--- src/rtl/wb_arbiter2_if.sv ---
// wb_arbiter2_if: two-master/one-slave Wishbone bundle; the arbiter takes the master modport
// because it masters the shared RAM port, and the surrounding logic takes the slave modport.
interface wb_arbiter2_if #(parameter int AW = 32);
    logic          i_m0_cyc, i_m1_cyc;
    logic [3:0]    i_m0_stb, i_m1_stb;
    logic          i_m0_we, i_m1_we;
    logic [AW-1:0] i_m0_addr, i_m1_addr;
    logic [31:0]   i_m0_dat, i_m1_dat;
    logic [31:0]   o_m0_dat, o_m1_dat;
    logic          o_m0_ack, o_m1_ack;
    logic          o_m0_err, o_m1_err;
    logic          o_s_cyc;
    logic [3:0]    o_s_stb;
    logic          o_s_we;
    logic [AW-1:0] o_s_addr;
    logic [31:0]   o_s_dat;
    logic [31:0]   i_s_dat;
    logic          i_s_ack;
    logic          o_timeout;
    modport master (
        input  i_m0_cyc, i_m1_cyc, i_m0_stb, i_m1_stb, i_m0_we, i_m1_we,
               i_m0_addr, i_m1_addr, i_m0_dat, i_m1_dat, i_s_dat, i_s_ack,
        output o_m0_dat, o_m1_dat, o_m0_ack, o_m1_ack, o_m0_err, o_m1_err,
               o_s_cyc, o_s_stb, o_s_we, o_s_addr, o_s_dat, o_timeout
    );
    modport slave (
        output i_m0_cyc, i_m1_cyc, i_m0_stb, i_m1_stb, i_m0_we, i_m1_we,
               i_m0_addr, i_m1_addr, i_m0_dat, i_m1_dat, i_s_dat, i_s_ack,
        input  o_m0_dat, o_m1_dat, o_m0_ack, o_m1_ack, o_m0_err, o_m1_err,
               o_s_cyc, o_s_stb, o_s_we, o_s_addr, o_s_dat, o_timeout
    );
endinterface

--- src/rtl/wb_arbiter2.sv ---
// wb_arbiter2: round-robin two-master Wishbone arbiter with per-access timeout and sticky timeout flag.
module wb_arbiter2 #(
    parameter int TIMEOUT_CYCLES = 255,
    parameter int AW = 32
) (
    input logic i_clk,
    input logic i_reset,
    wb_arbiter2_if.master bus
);
    typedef enum logic [1:0] {IDLE, OWN0, OWN1, DROP} state_t;
    state_t state, state_n;
    logic last, last_n, timeout;
    logic [7:0] cnt, cnt_n;
    logic own, cur_cyc, oth_cyc, tmo;
    logic [3:0] cur_stb;
    // last always names the current owner while in OWN*/DROP, so it doubles as the mux select
    assign own     = (state == OWN0) || (state == OWN1);
    assign cur_cyc = last ? bus.i_m1_cyc : bus.i_m0_cyc;
    assign oth_cyc = last ? bus.i_m0_cyc : bus.i_m1_cyc;
    assign cur_stb = last ? bus.i_m1_stb : bus.i_m0_stb;
    assign tmo     = own && cur_cyc && !bus.i_s_ack && cnt == 8'(TIMEOUT_CYCLES);
    assign bus.o_s_cyc   = own && cur_cyc;
    assign bus.o_s_stb   = own ? cur_stb : 4'h0;
    assign bus.o_s_we    = own && (last ? bus.i_m1_we : bus.i_m0_we);
    assign bus.o_s_addr  = own ? (last ? bus.i_m1_addr : bus.i_m0_addr) : AW'(0);
    assign bus.o_s_dat   = own ? (last ? bus.i_m1_dat : bus.i_m0_dat) : 32'h0;
    assign bus.o_m0_ack  = own && !last && bus.i_s_ack;
    assign bus.o_m1_ack  = own && last && bus.i_s_ack;
    assign bus.o_m0_dat  = (own && !last) ? bus.i_s_dat : 32'h0;
    assign bus.o_m1_dat  = (own && last) ? bus.i_s_dat : 32'h0;
    assign bus.o_m0_err  = tmo && !last;
    assign bus.o_m1_err  = tmo && last;
    assign bus.o_timeout = timeout;
    always_ff @(posedge i_clk or negedge i_reset)
        if (!i_reset) begin
            state   <= IDLE;
            last    <= 1'b1;
            cnt     <= 8'h0;
            timeout <= 1'b0;
        end else begin
            state   <= state_n;
            last    <= last_n;
            cnt     <= cnt_n;
            timeout <= timeout || tmo;
        end
    always_comb begin
        state_n = state;
        last_n  = last;
        cnt_n   = cnt;
        case (state)
            IDLE:
                if (bus.i_m0_cyc && (!bus.i_m1_cyc || last)) begin
                    state_n = OWN0;
                    last_n  = 1'b0;
                    cnt_n   = 8'h0;
                end else if (bus.i_m1_cyc) begin
                    state_n = OWN1;
                    last_n  = 1'b1;
                    cnt_n   = 8'h0;
                end
            OWN0, OWN1:
                if (tmo)
                    state_n = DROP;
                else if (!cur_cyc) begin
                    state_n = oth_cyc ? (last ? OWN0 : OWN1) : IDLE;
                    last_n  = oth_cyc ? !last : last;
                    cnt_n   = oth_cyc ? 8'h0 : cnt;
                end else
                    cnt_n = bus.i_s_ack ? 8'h0 : (cur_stb != 4'h0 ? cnt + 8'd1 : cnt);
            DROP:
                state_n = cur_cyc ? DROP : IDLE;
        endcase
    end
endmodule

--- src/flat_wrapper.sv ---
// flat-port wrapper written by rule: the top's interface ports become plain ports
module wb_arbiter2_flat 
#(
    parameter int TIMEOUT_CYCLES = 255,
    parameter int AW = 32
)
  (i_clk, i_reset, bus_i_m0_cyc, bus_i_m1_cyc, bus_i_m0_stb, bus_i_m1_stb, bus_i_m0_we, bus_i_m1_we, bus_i_m0_addr, bus_i_m1_addr, bus_i_m0_dat, bus_i_m1_dat, bus_i_s_dat, bus_i_s_ack, bus_o_m0_dat, bus_o_m1_dat, bus_o_m0_ack, bus_o_m1_ack, bus_o_m0_err, bus_o_m1_err, bus_o_s_cyc, bus_o_s_stb, bus_o_s_we, bus_o_s_addr, bus_o_s_dat, bus_o_timeout);
  wb_arbiter2_if #(.AW(AW)) bus_i ();
  input logic i_clk;
  input logic i_reset;
  input wire logic [$bits(bus_i.i_m0_cyc)-1:0] bus_i_m0_cyc;
  input wire logic [$bits(bus_i.i_m1_cyc)-1:0] bus_i_m1_cyc;
  input wire logic [$bits(bus_i.i_m0_stb)-1:0] bus_i_m0_stb;
  input wire logic [$bits(bus_i.i_m1_stb)-1:0] bus_i_m1_stb;
  input wire logic [$bits(bus_i.i_m0_we)-1:0] bus_i_m0_we;
  input wire logic [$bits(bus_i.i_m1_we)-1:0] bus_i_m1_we;
  input wire logic [$bits(bus_i.i_m0_addr)-1:0] bus_i_m0_addr;
  input wire logic [$bits(bus_i.i_m1_addr)-1:0] bus_i_m1_addr;
  input wire logic [$bits(bus_i.i_m0_dat)-1:0] bus_i_m0_dat;
  input wire logic [$bits(bus_i.i_m1_dat)-1:0] bus_i_m1_dat;
  input wire logic [$bits(bus_i.i_s_dat)-1:0] bus_i_s_dat;
  input wire logic [$bits(bus_i.i_s_ack)-1:0] bus_i_s_ack;
  output wire logic [$bits(bus_i.o_m0_dat)-1:0] bus_o_m0_dat;
  output wire logic [$bits(bus_i.o_m1_dat)-1:0] bus_o_m1_dat;
  output wire logic [$bits(bus_i.o_m0_ack)-1:0] bus_o_m0_ack;
  output wire logic [$bits(bus_i.o_m1_ack)-1:0] bus_o_m1_ack;
  output wire logic [$bits(bus_i.o_m0_err)-1:0] bus_o_m0_err;
  output wire logic [$bits(bus_i.o_m1_err)-1:0] bus_o_m1_err;
  output wire logic [$bits(bus_i.o_s_cyc)-1:0] bus_o_s_cyc;
  output wire logic [$bits(bus_i.o_s_stb)-1:0] bus_o_s_stb;
  output wire logic [$bits(bus_i.o_s_we)-1:0] bus_o_s_we;
  output wire logic [$bits(bus_i.o_s_addr)-1:0] bus_o_s_addr;
  output wire logic [$bits(bus_i.o_s_dat)-1:0] bus_o_s_dat;
  output wire logic [$bits(bus_i.o_timeout)-1:0] bus_o_timeout;
  assign bus_i.i_m0_cyc = bus_i_m0_cyc;
  assign bus_i.i_m1_cyc = bus_i_m1_cyc;
  assign bus_i.i_m0_stb = bus_i_m0_stb;
  assign bus_i.i_m1_stb = bus_i_m1_stb;
  assign bus_i.i_m0_we = bus_i_m0_we;
  assign bus_i.i_m1_we = bus_i_m1_we;
  assign bus_i.i_m0_addr = bus_i_m0_addr;
  assign bus_i.i_m1_addr = bus_i_m1_addr;
  assign bus_i.i_m0_dat = bus_i_m0_dat;
  assign bus_i.i_m1_dat = bus_i_m1_dat;
  assign bus_i.i_s_dat = bus_i_s_dat;
  assign bus_i.i_s_ack = bus_i_s_ack;
  assign bus_o_m0_dat = bus_i.o_m0_dat;
  assign bus_o_m1_dat = bus_i.o_m1_dat;
  assign bus_o_m0_ack = bus_i.o_m0_ack;
  assign bus_o_m1_ack = bus_i.o_m1_ack;
  assign bus_o_m0_err = bus_i.o_m0_err;
  assign bus_o_m1_err = bus_i.o_m1_err;
  assign bus_o_s_cyc = bus_i.o_s_cyc;
  assign bus_o_s_stb = bus_i.o_s_stb;
  assign bus_o_s_we = bus_i.o_s_we;
  assign bus_o_s_addr = bus_i.o_s_addr;
  assign bus_o_s_dat = bus_i.o_s_dat;
  assign bus_o_timeout = bus_i.o_timeout;
  wb_arbiter2 #(.TIMEOUT_CYCLES(TIMEOUT_CYCLES), .AW(AW)) u_core (.i_clk(i_clk), .i_reset(i_reset), .bus(bus_i));
endmodule
--- config.mk ---
export PLATFORM = sky130hd
export DESIGN_NAME = wb_arbiter2_flat
export DESIGN_NICKNAME = d
export VERILOG_FILES = /design/src/rtl/wb_arbiter2_if.sv /design/src/rtl/wb_arbiter2.sv /design/src/flat_wrapper.sv
export SDC_FILE = /design/constraint.sdc
export NUM_CORES = 1
export LEC_CHECK = 0
export CORE_AREA = 2 2 123 125
export DETAILED_ROUTE_END_ITERATION = 7
export DIE_AREA = 0 0 125 127
export PLACE_DENSITY = 0.68
export SLEW_MARGIN = 20
export SYNTH_ARGS = -nofsm -noshare
export SYNTH_HDL_FRONTEND = slang
export SYNTH_SLANG_ARGS = --single-unit
--- constraint.sdc ---
create_clock -name i_clk -period 3.04 [get_ports i_clk]
set_clock_uncertainty 0.15 [all_clocks]
set_input_delay 0.304 -clock i_clk [delete_from_list [all_inputs] [get_ports i_clk]]
set_output_delay 0.304 -clock i_clk [all_outputs]
set_load 0.02 [all_outputs]
==> out/metrics.cfg <==
[run_status]
status=finished clean

[die]
die-area_mm2=0.0159
initial_core_util_pct=18.6
rows=44
core_mm2=0.0144
io_pins=314
fp.dieW_um=125
die_h_um=127

[detailed_routing]
wl_per_cell_um=17.2
ant_nets=0
firstDrtPassIters=4
vias=3741
drc=0
finalWirelength_mm=14.3
drt_iter0_markers=323
via_per_inst=4.51

[global_route]
grt_first_pass_wirelength_mm=21.8
grt-ovfl-total=0
grt_max_degree=58
grt_pass1_vias=3915
antenna_found_initial=0
grtUsageTotal_pct=16.8

[finish]
diodes=0
finalInstanceArea_mm2=0.00613
instances_no_fill=830
fillers=1432
drive_gt1_share_pct=4.02
syn_to_final_growth_pct=128
postLayoutCoreUtil_pct=42.5
layout_commonest_cell=clkdlybuf4s50_1
nNetsFinal=826
final_cell_mix=clkdlybuf4s50_1 (310), mux2i_1 (71), nor2b_1 (71)

[clock_network]
cts_max_level=1
cts_buffers=3
cts_sinks=12
clock_latency_ps=240
clock_path_buffers=2
cts_tree=yes
cts-root-buf=clkbuf_16
clk_pin_slew_worst_paths_ps=50

[placement]
hpwl_mm=12.0
preCtsSetupSlack_ps=298
routabilityCongestion=0.885
port_buffers=313
dpl-instance-area_mm2=0.00602
dp_cells=826

[timing]
finalCriticalPeriod_ps=2900
fmax_ghz=0.345
tns_ps=0
maxSlewHeadroom_pct=55.6
rsz0062_at_grt=no
hold_ws_ps=323
slew_viol_final=0
final_hold_viol_count=0
fin_crit_sh_pct=95.4
setup_viol=0
tightestPinTransition_ps=664
timing.final.ws_setup_ps=139

[pwr]
clkPwrFrac_pct=4.4
internal_power_mw=3.11
ir_drop_mv=0.550
comb_power_share_pct=91.9
swShare_pct=49.4
total_power_mw=6.15
p_per_area_mw_per_mm2=1000
pwr-share-seq_pct=3.7
p_sw_mw=3.04
total_leakage_power_nw=2.60

[worst_setup_path]
rr_endpoint=u_core.cnt[0]$_DFFE_PN0P_
cp.arrival_ps=2450
path_class=reg -> out
critPathLaunchType=register
crit_fanout=49
cp-end-kind=primary output
reg2reg_from=u_core.state[0]$_DFFE_PN0P_
r2r_cells=7
reg2reg_slack_ps=480
critPathRequiredTime_ps=2590

[synthesis]
syn_avg_cell_area_um2=7.69
syn_area_mm2=0.00268
synth_edf_count=0
postSynth.asyncResetShare_pct=100
ys_ff_latch=12
ys_seq_area_share_pct=11.2
yosysTopAreaCell=mux2i_1
synth_fp_nets=528
ys.warnings.count=0
synth_top_area_share_pct=26.5
netlist_instances=349
synthFlopType=dfrtp_1
yosysUniqueCellTypes=51
synthTopCellsByArea=mux2i_1 (26%), nor2b_1 (17%), dfrtp_1 (10%)

[job]
maxCapViolations=0

[worst_hold_path]
min_path_type=in -> async

how the worst max path moves through the flow:
| stage | slack (ps) | startpoint | to |
|---|---|---|---|
| floorplan | 860 | u_core.state[0]$_DFFE_PN0P_ | bus_o_m0_dat[10] |
| CTS | 50 | u_core.state[0]$_DFFE_PN0P_ | bus_o_m1_err |
| global route | 30 | u_core.last$_DFFE_PN1P_ | bus_o_s_dat[29] |
| global placement | 310 | bus_i_s_ack | bus_o_m1_err |
| finish | 140 | u_core.last$_DFFE_PN1P_ | bus_o_s_addr[30] |
| detailed placement | 300 | bus_i_m0_cyc | bus_o_m1_err |
worst max-delay path: stages, from the launching register on:
cell             delay, ps
dfstp_4                640
buf_12                 280
buf_4                  340
mux2i_1                150
nor2b_1                140
clkdlybuf4s50_1        620
power by group through the flow:
| stage | clock network (mW) | registers [mW] | logic, mW |
|---|---|---|---|
| 5_1_grt | 0.287 | 0.236 | 5.99 |
| 3_3_place_gp | 0 | 0.228 | 5.61 |
| 4_1_cts | 0.280 | 0.229 | 5.70 |
| 2_1_floorplan | 0 | 0.213 | 3.13 |
| 6_report | 0.271 | 0.230 | 5.65 |
| 3_5_place_dp | 0 | 0.231 | 5.69 |
sequential cells by signal, summed over array words and instances, names as in the netlist:
signal / cells
u_core.bus.o_timeout: 1
u_core.cnt: 8
u_core.last: 1
u_core.state: 2
synth_stat cells, drive strengths merged, types with 6 or more instances:
| cell type | number |
|---|---|
| and3 | 33 |
| o21ai | 9 |
| nand3 | 6 |
| and2 | 34 |
| mux2i | 72 |
| dfrtp | 11 |
| clkbuf | 22 |
| nand2 | 7 |
| a21oi | 8 |
| buf | 10 |
| nor2b | 71 |
| inv | 6 |
| nor2 | 6 |
metal layers:
layer / vias to the layer above / GRT usage, % / share of wire, %
met1: 1718 / 20.2 / 39
met5: - / 0 / 0
li1: 1831 / - / -
met3: 12 / 4.10 / 7.9
met4: 0 / 2.61 / 1.5
met2: 180 / 31.1 / 52
final cells by class:
class	instances	area [µm²]	area share, %
Inverter	6	22.5	0.368
Timing Repair Buffer	325	3260	53.2
Sequential cell	12	305	4.98
Clock buffer	4	88.8	1.45
Tap cell	184	230	3.76
Multi-Input combinational cell	299	2220	36.3
logic make-up after synthesis:
| logic type | after synthesis | synth area share [%] |
|---|---|---|
| adder cells (fa/ha/maj) | 4 | 1.86 |
| AO/OA/AOI/OAI | 42 | 11.8 |
| AND/OR/NAND/NOR | 180 | 41.5 |
| multiplexers | 73 | 27.4 |
| buffers and inverters | 38 | 6.11 |
| flip-flops | 12 | 11.2 |
timing repair:
action / in CTS / in global routing
setup endpoints to repair: 0 / 5
hold buffers: 0 / 0
setup buffers: 0 / 0
gates resized for setup: 0 / 4
No activity file was read; power rests on OpenSTA's default activity.
==> RTL change, RTL diff (same flow settings) <==
The 4 states of `state_t` get a one-hot encoding in 4 bits.
--- a/src/rtl/wb_arbiter2.sv
+++ b/src/rtl/wb_arbiter2.sv
@@ -7,7 +7,7 @@
     input logic i_reset,
     wb_arbiter2_if.master bus
 );
-    typedef enum logic [1:0] {IDLE, OWN0, OWN1, DROP} state_t;
+    typedef enum logic [3:0] {IDLE = 4'b0001, OWN0 = 4'b0010, OWN1 = 4'b0100, DROP = 4'b1000} state_t;
     state_t state, state_n;
     logic last, last_n, timeout;
     logic [7:0] cnt, cnt_n;
Formal check against the unedited RTL: same outputs for any inputs over 4 cycles, from zero or initial values and one cycle with i_reset low; so few cycles prove little.
==> RTL change against the unedited design <==
Wire length shrank 6.0%; sequential cell count grew 2; largest cell class unchanged; cell area shrank 3.3%; area after synthesis shrank 6.4%; total power shrank 9.1%; largest power group unchanged; first-iteration DRC count shrank 34%; setup slack gained 0.0096 ns; non-clock buffer count shrank 4.
==> RTL change: results (changes against the unedited design) <==
outcome:
  status: "completed"  # unchanged
grt:
  track_usage: 0.156  # was 0.168
  grt_max_degree: 67  # was 58
  antenna_found_initial: 0  # unchanged
  grt_pass1_wl_um: 20100  # was 21800 µm
  grt_pass1_vias: 3626  # was 3915
pwr:
  p_clk_w: 0.000269
  p_int_w: 0.00274  # was 0.00311 W
  peakVddDrop_uv: 478  # was 550 µV
  comb-power_w: 0.00498  # was 0.00565 W
  p_leak_nw: 2.45  # was 2.60 nW
final_layout:
  nFillCells: 1426  # was 1432
  sh_seq_area: 0.0606  # was 0.0498
  post-route-util: 0.411  # was 0.425
  drive_gt1_frac: 0.0455  # was 0.0402
  buffer_area_frac: 0.545  # was 0.532
  top_regs: "u_core.cnt (8), u_core.state (4)"  # was u_core.cnt (8), u_core.state (2)
  nNetsFinal: 815  # was 826
  num-multi-input-gates: 293  # was 299
  clockNetworkAreaShare: 0.0150  # was 0.0145
  diodes: 0  # unchanged
  inv_count: 6  # unchanged
  multi_input_area_share: 0.337  # was 0.363
  clock_buffers: 4  # unchanged
  signal_buffers: 321  # was 325
detailed_routing:
  vias: 3670  # was 3741
  drt-initial-drc-count: 214  # was 323
  wl_per_cell_um: 16.3  # was 17.2 µm
  dr.pass1.iters: 5  # was 4
clock_tree:
  clock-root-buffer: "clkbuf_16"  # unchanged
  htreeDepth: 1  # unchanged
  cts_max_path_buffers: 2  # unchanged
  cts_resized: 0  # unchanged
  clk_latency_ns: 0.24  # about the same
  clk_pin_slew_worst_paths_ns: 0.05  # about the same
timing:
  tightest_slew_ns: 0.623  # was 0.664 ns
yosys:
  synth.net_count: 522  # was 528
  synth_cell_types: 48  # was 51
  ys.flop_type: "dfrtp_1"  # unchanged
  async_flop_share: 1.00  # unchanged
  synthTopCellsByArea: "mux2i_1, nor2_1, dfrtp_1"  # was mux2i_1, nor2b_1, dfrtp_1
  ys_seq_elements: 14  # was 12
  synth_commonest_cells: "nor2_1, mux2i_1, and2_1, and3_1, clkbuf_1"  # was mux2i_1, nor2b_1, and2_1
  ys_warn_count: 0  # unchanged
  ys_seq_area_frac: 0.141  # was 0.112
worst_setup_path:
  arrival_ns: 2.44
  cp_slowest_stage_delay_ns: 0.78  # was 0.64 ns
  cp_slowest_cell: "dfstp_4"  # unchanged
  critPathTopFamily: "flip-flops"  # was buffers and inverters
  cp_max_fo: 15  # was 49
place:
  post-dp-hpwl_um: 11500  # was 12000 µm
  gp_congestion: 0.849  # was 0.885
  placed_area_um2: 5830  # was 6020 µm²
run:
  maxCapViolations: 0  # unchanged
hold_path:
  worstHoldPathType: "primary input to asynchronous set/reset pin"  # unchanged
## RTL change: cell count changes after synthesis, moves of 3 or more
cell,before,now
nor2b_1,71,3
a21oi_1,8,3
ha_1,4,1
a31oi_1,3,0
buf_1,0,6
o31ai_1,1,8
nor2_1,6,82
nand2b_1,4,0
o41ai_2,0,5
buf_2,8,1
## RTL change: path summary, 6_finish.rpt
| path | from | to | slack [ns] | cells past startpoint |
|---|---|---|---|---|
| setup / recovery | u_core.last | bus_o_m0_err | 0.15 | 4 |
| min in group i_clk | u_core.bus.o_timeout | u_core.bus.o_timeout | 0.33 | 1 |
| setup reg to reg | u_core.last | u_core.cnt[5] | 0.47 | 5 |
| hold reg to reg | u_core.bus.o_timeout | u_core.bus.o_timeout | 0.33 | 1 |
| max in group asynchronous | i_reset | u_core.state[1] | 1.99 | 1 |
| hold / removal | i_reset | u_core.cnt[2] | 0.31 | 1 |
## RTL change: through the flow
step	total power [W]	hold WS (ns)	std cells	setup WS, ns
floorplan	0.00309	-0.142	346	0.708
global placement	0.00531	0.314	818	0.411
detailed placement	0.00537	0.322	818	0.280
CTS	0.00566	0.332	822	0.0444
global route	0.00593	0.356	822	0.0545
finish	0.00559	0.307	822	0.149
## RTL change: kinds of logic after synthesis
logic type | synth area share
AND/OR/NAND/NOR | 0.370
multiplexers | 0.294
buffers and inverters | 0.0683
AO/OA/AOI/OAI | 0.115
flip-flops | 0.141
XOR/XNOR | 0.00698
adder cells (fa/ha/maj) | 0.00498
## RTL change: per-layer routing
layer  share of wire  global-route usage  vias to the layer above  wire length [µm]
met1            0.38               0.179                     1686              5150
met5               0                   0                        -                 0
met2            0.55               0.309                      178              7340
met4           0.010              0.0248                        0               140
li1                -                   -                     1796                 -
met3           0.057              0.0218                       10               764
